<file path="src/rtl/cmd_rx_deserializer_pkg.sv">
// Shared definitions for the SD CMD-line response receiver:
// FSM encoding, frame constants and the CRC7 step function.
package cmd_rx_deserializer_pkg;

    typedef enum logic [2:0] {
        IDLE       = 3'd0,
        WAIT_START = 3'd1,
        RECEIVE    = 3'd2,
        DONE       = 3'd3,
        TIMEOUT    = 3'd4
    } state_t;

    localparam logic [7:0] SHORT_LEN   = 8'd48;
    localparam logic [7:0] LONG_LEN    = 8'd136;
    localparam logic [6:0] NCR_TIMEOUT = 7'd64;
    localparam logic [6:0] CRC7_POLY   = 7'h09;

    // Frame-bit index ranges covered by the CRC
    localparam logic [7:0] SHORT_CRC_LAST = 8'd39;
    localparam logic [7:0] LONG_CRC_FIRST = 8'd8;
    localparam logic [7:0] LONG_CRC_LAST  = 8'd127;

    function automatic logic [6:0] crc7_step(
        input logic [6:0] crc,
        input logic       b
    );
        logic fb;
        fb = b ^ crc[6];
        return {crc[5:0], 1'b0} ^ (fb ? CRC7_POLY : 7'h00);
    endfunction

endpackage

</file>
<file path="src/rtl/crc7_serial.sv">
// Bit-serial CRC7 (x^7 + x^3 + 1), initial value zero.
// Shared between the CMD receive and transmit paths.
module crc7_serial
    import cmd_rx_deserializer_pkg::*;
(
    input  logic       i_clk,
    input  logic       i_rst,
    input  logic       i_clear,
    input  logic       i_enable,
    input  logic       i_bit,
    output logic [6:0] o_crc
);

    logic [6:0] r_crc;

    always_ff @(posedge i_clk or posedge i_rst) begin
        if (i_rst) begin
            r_crc <= 7'h00;
        end else if (i_clear) begin
            r_crc <= 7'h00;
        end else if (i_enable) begin
            r_crc <= crc7_step(r_crc, i_bit);
        end
    end

    assign o_crc = r_crc;

endmodule

</file>
<file path="src/rtl/cmd_rx_deserializer.sv">
// Receives a 48- or 136-bit response frame from the SD CMD line,
// checks transmission bit, end bit and CRC7, and flags Ncr timeouts.
module cmd_rx_deserializer
    import cmd_rx_deserializer_pkg::*;
(
    input  logic           sd_clock,
    input  logic           reset,
    input  logic           enable_rx,
    input  logic           long_response,
    input  logic           crc_check_en,
    input  logic           cmd_in,
    output logic [135:0]   pad_response,
    output logic           reception_complete,
    output logic           no_response,
    output logic           response_error
);

    state_t         r_state;
    logic           r_long;
    logic           r_crc_en;
    logic           r_tx_err;
    logic [6:0]     r_tmo_cnt;
    logic [7:0]     r_bit_cnt;
    logic [135:0]   r_shift;
    logic           r_done;
    logic           r_nores;
    logic           r_err;

    logic [6:0]     w_crc;
    logic           w_crc_clr;
    logic           w_crc_en;
    logic           w_in_crc;
    logic [7:0]     w_last;

    always_comb begin
        w_last    = (r_long ? LONG_LEN : SHORT_LEN) - 8'd1;
        w_in_crc  = r_long ? (r_bit_cnt >= LONG_CRC_FIRST &&
                              r_bit_cnt <= LONG_CRC_LAST)
                           : (r_bit_cnt <= SHORT_CRC_LAST);
        w_crc_clr = (r_state == IDLE);
        // The start bit enters the CRC as it is recognised in WAIT_START
        w_crc_en  = enable_rx && w_in_crc &&
                    ((r_state == WAIT_START && !cmd_in) ||
                     (r_state == RECEIVE));
    end

    crc7_serial u_crc7 (
        .i_clk    (sd_clock),
        .i_rst    (reset),
        .i_clear  (w_crc_clr),
        .i_enable (w_crc_en),
        .i_bit    (cmd_in),
        .o_crc    (w_crc)
    );

    always_ff @(posedge sd_clock or posedge reset) begin
        if (reset) begin
            r_state   <= IDLE;
            r_long    <= 1'b0;
            r_crc_en  <= 1'b0;
            r_tx_err  <= 1'b0;
            r_tmo_cnt <= 7'd0;
            r_bit_cnt <= 8'd0;
            r_shift   <= '0;
            r_done    <= 1'b0;
            r_nores   <= 1'b0;
            r_err     <= 1'b0;
        end else begin
            case (r_state)
                IDLE: begin
                    if (enable_rx) begin
                        r_long    <= long_response;
                        r_crc_en  <= crc_check_en;
                        r_shift   <= '0;
                        r_tmo_cnt <= 7'd0;
                        r_bit_cnt <= 8'd0;
                        r_tx_err  <= 1'b0;
                        r_err     <= 1'b0;
                        r_state   <= WAIT_START;
                    end
                end
                WAIT_START: begin
                    if (!enable_rx) begin
                        r_state <= IDLE;
                    end else if (!cmd_in) begin
                        r_shift   <= {r_shift[134:0], 1'b0};
                        r_bit_cnt <= 8'd1;
                        r_state   <= RECEIVE;
                    end else if (r_tmo_cnt == NCR_TIMEOUT - 7'd1) begin
                        r_tmo_cnt <= NCR_TIMEOUT;
                        r_nores   <= 1'b1;
                        r_state   <= TIMEOUT;
                    end else begin
                        r_tmo_cnt <= r_tmo_cnt + 7'd1;
                    end
                end
                RECEIVE: begin
                    if (!enable_rx) begin
                        r_state <= IDLE;
                    end else begin
                        r_shift   <= {r_shift[134:0], cmd_in};
                        r_bit_cnt <= r_bit_cnt + 8'd1;
                        if (r_bit_cnt == 8'd1) begin
                            r_tx_err <= cmd_in;
                        end
                        // Received CRC sits in the low 7 shift bits here
                        if (r_bit_cnt == w_last) begin
                            r_done  <= 1'b1;
                            r_err   <= r_tx_err || !cmd_in ||
                                       (r_crc_en && (w_crc != r_shift[6:0]));
                            r_state <= DONE;
                        end
                    end
                end
                DONE: begin
                    if (!enable_rx) begin
                        r_done  <= 1'b0;
                        r_state <= IDLE;
                    end
                end
                TIMEOUT: begin
                    if (!enable_rx) begin
                        r_nores <= 1'b0;
                        r_state <= IDLE;
                    end
                end
                default: begin
                    r_state <= IDLE;
                end
            endcase
        end
    end

    assign pad_response       = r_shift;
    assign reception_complete = r_done;
    assign no_response        = r_nores;
    assign response_error     = r_err;

endmodule

</file>
<file path="config.mk">
export PLATFORM = sky130hd
export DESIGN_NAME = cmd_rx_deserializer
export DESIGN_NICKNAME = d
export VERILOG_FILES = /design/src/rtl/cmd_rx_deserializer_pkg.sv /design/src/rtl/crc7_serial.sv /design/src/rtl/cmd_rx_deserializer.sv
export SDC_FILE = /design/constraint.sdc
export NUM_CORES = 1
export LEC_CHECK = 0
export ABC_AREA = 0
export ABC_CLOCK_PERIOD_IN_PS = 5550
export CELL_PAD_IN_SITES_DETAIL_PLACEMENT = 1
export CELL_PAD_IN_SITES_GLOBAL_PLACEMENT = 1
export CORE_MARGIN = 1
export CORE_UTILIZATION = 35
export DETAILED_ROUTE_END_ITERATION = 8
export GPL_TIMING_DRIVEN = 0
export PLACE_DENSITY_LB_ADDON = 0.2
export SYNTH_ARGS = -nofsm -noshare
export SYNTH_HDL_FRONTEND = slang
export SYNTH_HIERARCHICAL = 1
export SYNTH_SLANG_ARGS = --single-unit
export TNS_END_PERCENT = 5
</file>
<file path="constraint.sdc">
create_clock -name sd_clock -period 5.55 [get_ports sd_clock]
set_input_delay 1.3875 -clock sd_clock [delete_from_list [all_inputs] [get_ports sd_clock]]
set_output_delay 1.3875 -clock sd_clock [all_outputs]
set_load 0.005 [all_outputs]
</file>
# Word-level counts from Yosys, hierarchy flattened
# Cells that the tools add are included.
# op_classes
addsub,3
n_lt_le_gt_ge,3
eq_ne,21
muxes,43
bitwise_logic,2
reduce_logical,25
# ops
op,count
136-bit 2-to-1 mux,4
136-bit one-hot mux with 3 select lines,1
7-bit 2-to-1 mux,6
8-bit 2-to-1 mux,5
8-bit one-hot mux with 3 select lines,1
3-bit 2-to-1 mux,7
4-bit AND reduction,5
2-bit inequality test (second input constant),8
7-bit one-hot mux with 2 select lines,1
1-bit 2-to-1 mux,12
3-bit one-hot mux with 4 select lines,1
5-bit AND reduction,2
2-bit nonzero test,5
8-bit by 1-bit adder with 8-bit output (second input constant),1
8-bit by 1-bit == test with 1-bit output (second input constant),1
8-bit == test,1
8-bit by 4-bit >= comparator with 1-bit output (second input constant),1
8-bit by 6-bit <= comparator with 1-bit output (second input constant),1
8-bit by 7-bit <= comparator with 1-bit output (second input constant),1
1-bit one-hot mux with 2 select lines,4
8-bit by 1-bit subtractor with 8-bit output (second input constant),1
7-bit by 1-bit adder with 7-bit output (second input constant),1
7-bit by 6-bit == test with 1-bit output (second input constant),1
7-bit inequality test,1
other kinds (16),25
# totals
register_bits,167
input_bits,6
output_inout_bits,139
word_cells,108

# Longest topological paths before layout
# logic_depth
ltp_word,7
ltp_mapped,11
ltp_nobuf,7

# Modules after synthesis
# The synthesis kept the hierarchy.
# modules_own_cells
module,n_inst,cells_per_inst,area_per_inst_um2,seq_area_each_um2
cmd_rx_deserializer,1,474,6284.8,4003.8
crc7_serial,1,29,311.5,175.2

# Worst setup path after synthesis
# Ideal clock, no wire load.
# synth_timing
path_kind,input to register
from,in cmd_in
to,reg u_crc7.r_crc[1] (netlist: u_crc7/o_crc[1])
t_arrival_ns,2.754
slack_ns,2.676
cell_stages,9
cell_sequence,o21a_1 > nand2b_1 > a21oi_1 > buf_2 > buf_4 > o211a_1 > buf_4 > mux2i_1 > nor2_1
# synth_between
elab_chain_cells,5
# synth_rtl
item,line_no,source
start: declaration,cmd_rx_deserializer.sv:11,"input logic cmd_in,"
1-bit logical NOT,cmd_rx_deserializer.sv:43,((r_state == WAIT_START && !cmd_in) ||
1-bit logical AND,cmd_rx_deserializer.sv:43,
1-bit logical OR,cmd_rx_deserializer.sv:43,
1-bit logical AND,cmd_rx_deserializer.sv:42,w_crc_en = enable_rx && w_in_crc &&
net w_crc_en,cmd_rx_deserializer.sv:31,logic w_crc_en;
2-bit nonzero test (no line),--,
end signal: assignment,crc7_serial.sv:22,"r_crc <= crc7_step(r_crc, i_bit);"
end: declaration,crc7_serial.sv:14,logic [6:0] r_crc;
# The timed path passes the listed nets, and every way through them passes these cells.
# A chain may end at the register's enable or synchronous reset.

# Worst setup path in the final report
# layout_timing
from,in enable_rx
to,reg u_crc7.r_crc[4] (netlist: u_crc7/o_crc[4])
# layout_between
elab_chain_cells,3
# layout_rtl
item,line_no,source
start: declaration,cmd_rx_deserializer.sv:8,"input logic enable_rx,"
1-bit logical AND (2 in series),cmd_rx_deserializer.sv:42,
net w_crc_en,cmd_rx_deserializer.sv:31,
2-bit nonzero test (no line),--,
# The timed path passes the listed nets, and every way through them passes these cells.

==> flow_summary.html <==
<table>
<tr><th>Metric</th><th>Value</th></tr>
<tr><th colspan="2">Run status</th></tr>
<tr><td>Status</td><td>complete, no violations</td></tr>
<tr><th colspan="2">Global routing</th></tr>
<tr><td>Tot GR Track Use</td><td>19.2%</td></tr>
<tr><td>Global-route wire length before repair</td><td>29,400 um</td></tr>
<tr><td>Total congestion overflow</td><td>0</td></tr>
<tr><td>Pin count of the biggest net entering global routing</td><td>42</td></tr>
<tr><td>Number of global-route vias before repair</td><td>5,347</td></tr>
<tr><td>Antenna violations before repair</td><td>0</td></tr>
<tr><th colspan="2">Power and ir drop</th></tr>
<tr><td>Maximum vdd drop</td><td>0.000223 V</td></tr>
<tr><td>Power per Cell Area</td><td>344 nW/um2</td></tr>
<tr><td>Comb pwr share</td><td>19.9%</td></tr>
<tr><td>Internal Dissipation</td><td>2.10 mW</td></tr>
<tr><td>Sw Share</td><td>32.1%</td></tr>
<tr><td>Share of total power in the clock network</td><td>37.7%</td></tr>
<tr><td>Standby leakage power</td><td>4.02 nW</td></tr>
<tr><td>Net load switching power</td><td>990 uW</td></tr>
<tr><td>Portion of total power attributed to sequential cells</td><td>42.4%</td></tr>
<tr><th colspan="2">STA</th></tr>
<tr><td>Count of endpoints failing hold in the final timing report</td><td>0</td></tr>
<tr><td>RSZ-0062 raised after global routing</td><td>false</td></tr>
<tr><td>Final setup violation count</td><td>0</td></tr>
<tr><td>Worst-case headroom to the max-slew limit</td><td>41.5%</td></tr>
<tr><td>Post-route minimum period</td><td>3.56 ns</td></tr>
<tr><td>Worst Max-Slew Pin Slew</td><td>0.871 ns</td></tr>
<tr><td>Setup TNS Final</td><td>0 ns</td></tr>
<tr><td>Final count of pins violating max slew</td><td>0</td></tr>
<tr><td>Fraction of the cycle the final worst path needs</td><td>64.2%</td></tr>
<tr><td>Setup Skew</td><td>0.00916 ns</td></tr>
<tr><td>Achievable clock frequency</td><td>281 MHz</td></tr>
<tr><th colspan="2">Logic synthesis</th></tr>
<tr><td>Synthesis warning total</td><td>6</td></tr>
<tr><td>Cell type contributing the most total cell area after synthesis</td><td>dfrtp_1</td></tr>
<tr><td>Largest cells by area after synthesis</td><td>dfrtp_1, a22o_1, buf_4</td></tr>
<tr><td>Cells after Synth</td><td>503</td></tr>
<tr><td>Synth Cell Area</td><td>6600 um2</td></tr>
<tr><td>Yosys cell types</td><td>50</td></tr>
<tr><td>Area fraction of the dominant cell type after synthesis</td><td>63.4%</td></tr>
<tr><td>Synth Register Bits</td><td>167</td></tr>
<tr><td>Synth Area per Inst</td><td>13.1 um2</td></tr>
<tr><td>Register area share after synthesis</td><td>63.4%</td></tr>
<tr><td>Leading cell type by number of instances after synthesis</td><td>dfrtp_1</td></tr>
<tr><td>Top flip-flop cell by instance count after synthesis</td><td>dfrtp_1</td></tr>
<tr><td>Total nets after synthesis</td><td>513</td></tr>
<tr><td>Synth async-reset ratio</td><td>100%</td></tr>
<tr><td>Synth top cells by count</td><td>dfrtp_1, a22o_1, clkbuf_1, nor2_1, nand2_1</td></tr>
<tr><td>Number of enable flip-flop cells after synthesis</td><td>0</td></tr>
<tr><th colspan="2">Final layout</th></tr>
<tr><td>P&amp;R area growth vs syn</td><td>36.1%</td></tr>
<tr><td># nets final</td><td>680</td></tr>
<tr><td>Antenna cells</td><td>0</td></tr>
<tr><td>Fraction of layout instances using a drive strength above 1</td><td>8.93%</td></tr>
<tr><td>Layout Cell Area excl Fill</td><td>8980 um2</td></tr>
<tr><td>Filler Cell Count</td><td>1,862</td></tr>
<tr><th colspan="2">CTS</th></tr>
<tr><td>Cts-stage hold buffer count</td><td>0</td></tr>
<tr><td>CTS tree</td><td>yes</td></tr>
<tr><td>Clk Tree Root Cell</td><td>clkbuf_16</td></tr>
<tr><td>Clock transition at path regs</td><td>0.07 ns</td></tr>
<tr><td>Number of buffers added for setup after CTS</td><td>0</td></tr>
<tr><td>Clock sink count</td><td>167</td></tr>
<tr><td>Post-cts repair resize count</td><td>0</td></tr>
<tr><td>H-tree Lvls</td><td>4</td></tr>
<tr><td>Cts bufs inserted</td><td>17</td></tr>
<tr><td>Clock Tree Buf Depth</td><td>2</td></tr>
<tr><td>Clock insertion delay at the later pin of the skew report</td><td>0.43 ns</td></tr>
<tr><th colspan="2">Route</th></tr>
<tr><td>Antenna Nets Post-Route</td><td>0</td></tr>
<tr><td>Starting DRT DRC Count</td><td>232</td></tr>
<tr><td>Remaining routing DRC violations</td><td>0</td></tr>
<tr><td>Final wirelength</td><td>17,500 um</td></tr>
<tr><td>Average detailed-routed wire length per instance</td><td>19.1 um</td></tr>
<tr><td>Detailed Routing Iterations Pass 1</td><td>4</td></tr>
<tr><td>Detailed-route via count</td><td>4,899</td></tr>
<tr><td>Vias/cell</td><td>5.37</td></tr>
<tr><th colspan="2">Place</th></tr>
<tr><td>Number of buffer cells added on primary ports</td><td>144</td></tr>
<tr><td>Final weighted congestion in routability-driven placement</td><td>0.772</td></tr>
<tr><td>Instance area at placement</td><td>8410 um2</td></tr>
<tr><td>HPWL after detailed placement</td><td>12,000 um</td></tr>
<tr><th colspan="2">Hold path</th></tr>
<tr><td>Cell depth of the worst min-delay path</td><td>1</td></tr>
<tr><td>Hold Path End</td><td>no_response</td></tr>
<tr><td>Min-delay src</td><td>no_response</td></tr>
<tr><td>Hold crit path type</td><td>flop to flop</td></tr>
<tr><th colspan="2">Die</th></tr>
<tr><td>Area enclosed by the die boundary</td><td>19,400 um2</td></tr>
<tr><td>Core footprint</td><td>18,200 um2</td></tr>
<tr><td>Boundary pin count</td><td>145</td></tr>
<tr><td>Die outline height</td><td>139 um</td></tr>
<tr><td>Number of cell rows</td><td>49</td></tr>
<tr><td>Starting Density</td><td>36.2%</td></tr>
<tr><td>Die extent in x</td><td>139 um</td></tr>
<tr><th colspan="2">Worst setup path</th></tr>
<tr><td>R2R cell count</td><td>9</td></tr>
<tr><td>Worst reg2reg setup slack</td><td>2.98 ns</td></tr>
<tr><td>Startpoint of the most critical register-to-register path</td><td>r_state[1]</td></tr>
<tr><td>Critical Path Fanout Max</td><td>10</td></tr>
<tr><td>Required arrival time at the worst endpoint</td><td>5.86 ns</td></tr>
<tr><td>Type of the worst setup path</td><td>primary input to flop</td></tr>
<tr><td>Capturing point of the worst reg2reg path</td><td>u_crc7/o_crc[4]</td></tr>
<tr><td>Arrival time at the worst endpoint</td><td>3.87 ns</td></tr>
<tr><td>Startpoint type of the worst setup path</td><td>primary input</td></tr>
<tr><td>Type of destination of the critical path</td><td>flop</td></tr>
<tr><th colspan="2">Job</th></tr>
<tr><td>Maximum Capacitance Violations</td><td>0</td></tr>
</table>
## layout by cell type, fill, tap and decap left out, types with 3 or more instances in the layout
cell type | synthesis | routed
o21ai_0 | 17 | 17
nor4_1 | 3 | 3
buf_12 | 0 | 4
a22o_1 | 138 | 138
dfrtp_1 | 167 | 167
mux2i_1 | 8 | 8
nor2_1 | 19 | 19
buf_4 | 15 | 15
nand3_1 | 4 | 4
xnor2_1 | 9 | 9
nand2_1 | 18 | 18
ha_1 | 4 | 4
buf_2 | 6 | 6
nor2b_1 | 4 | 4
and3_1 | 3 | 3
clkinvlp_4 | 0 | 4
inv_6 | 0 | 5
clkbuf_16 | 0 | 17
a21oi_1 | 6 | 6
nor3_1 | 4 | 4
nand4_1 | 4 | 4
clkdlybuf4s50_1 | 0 | 144
nor4bb_1 | 4 | 4
clkbuf_1 | 21 | 23
inv_1 | 10 | 9
## state kept, by name, indices dropped and copies added, names as in the netlist
name                flops
no_response             1
pad_response          136
r_bit_cnt               8
r_crc_en                1
r_long                  1
r_state                 3
r_tmo_cnt               7
r_tx_err                1
reception_complete      1
response_error          1
u_crc7/o_crc            7
## worst max-delay path by stage
stage,startpoint,depth (start not counted),end
finish,enable_rx,10,u_crc7/o_crc[4]
global route,enable_rx,10,u_crc7/o_crc[4]
CTS,enable_rx,10,u_crc7/o_crc[4]
detailed placement,cmd_in,10,u_crc7/o_crc[4]
global placement,reset,2,pad_response[78]
floorplan,reset,1,no_response
## per-stage QoR
stage | util [%] | hold WS, ns | worst slack [ns] | total power [mW] | std cells
after floorplan | - | 0.472 | 2.13 | 1.76 | 503
after global placement | 45.7 | 0.498 | 0.825 | 1.92 | 876
after detailed placement | 46.2 | 0.493 | 1.53 | 1.96 | 880
after CTS | 49.3 | 0.517 | 1.97 | 3.12 | 912
after global routing | 49.3 | 0.547 | 1.78 | 3.24 | 912
final | 49.3 | 0.511 | 1.99 | 3.09 | 912
## power groups by stage
stage	clock network [mW]	logic (mW)	registers [mW]
after floorplan	0	0.441	1.32
after global placement	0	0.592	1.33
after detailed placement	0	0.624	1.33
after CTS	1.19	0.625	1.31
after global routing	1.24	0.686	1.32
final	1.16	0.615	1.31
## layout make-up
type                       count  area (um2)  area share [%]
timing repair buffer         148        1520            16.9
multi-input combinational    284        2160            24.0
tap                          229         287            3.19
clock buffer                  19         433            4.82
buffer                        42         221            2.47
inverter                      10        41.3           0.460
sequential                   167        4180            46.6
clock inverter                13         136            1.52
## metal layers
layer  wire length [um]  up-vias  share of wire [%]  global-route usage, %
met3               1080       14                6.2                   6.95
met1               7700     2572                 44                   24.1
met5                  0        -                  0                      0
li1                   -     2219                  -                      -
met4                182        0                1.0                   4.97
met2               8500       94                 49                   31.2
## worst max-delay path, stage by stage
cell and delay, ns:
clkdlybuf4s50_1 0.66, nor2b_1 0.28, nand2b_1 0.16, a21oi_1 0.20, buf_2 0.27, buf_4 0.22
o211a_1 0.18, buf_4 0.19, mux2i_1 0.25, nor2_1 0.07
## cells by family (layout without fill, tap and decap cells)
kind of cell    after synthesis  in the layout  share of synthesized area [%]
compound gates              183            183                           22.7
xor+xnor                      9              9                           1.20
fa+ha+maj                     4              4                          0.759
buf+inv                      52            232                           3.93
flops                       167            167                           63.4
mux                          10             10                           1.56
simple gates                 78             78                           6.51
No activity file was read; power rests on OpenSTA's default activity.
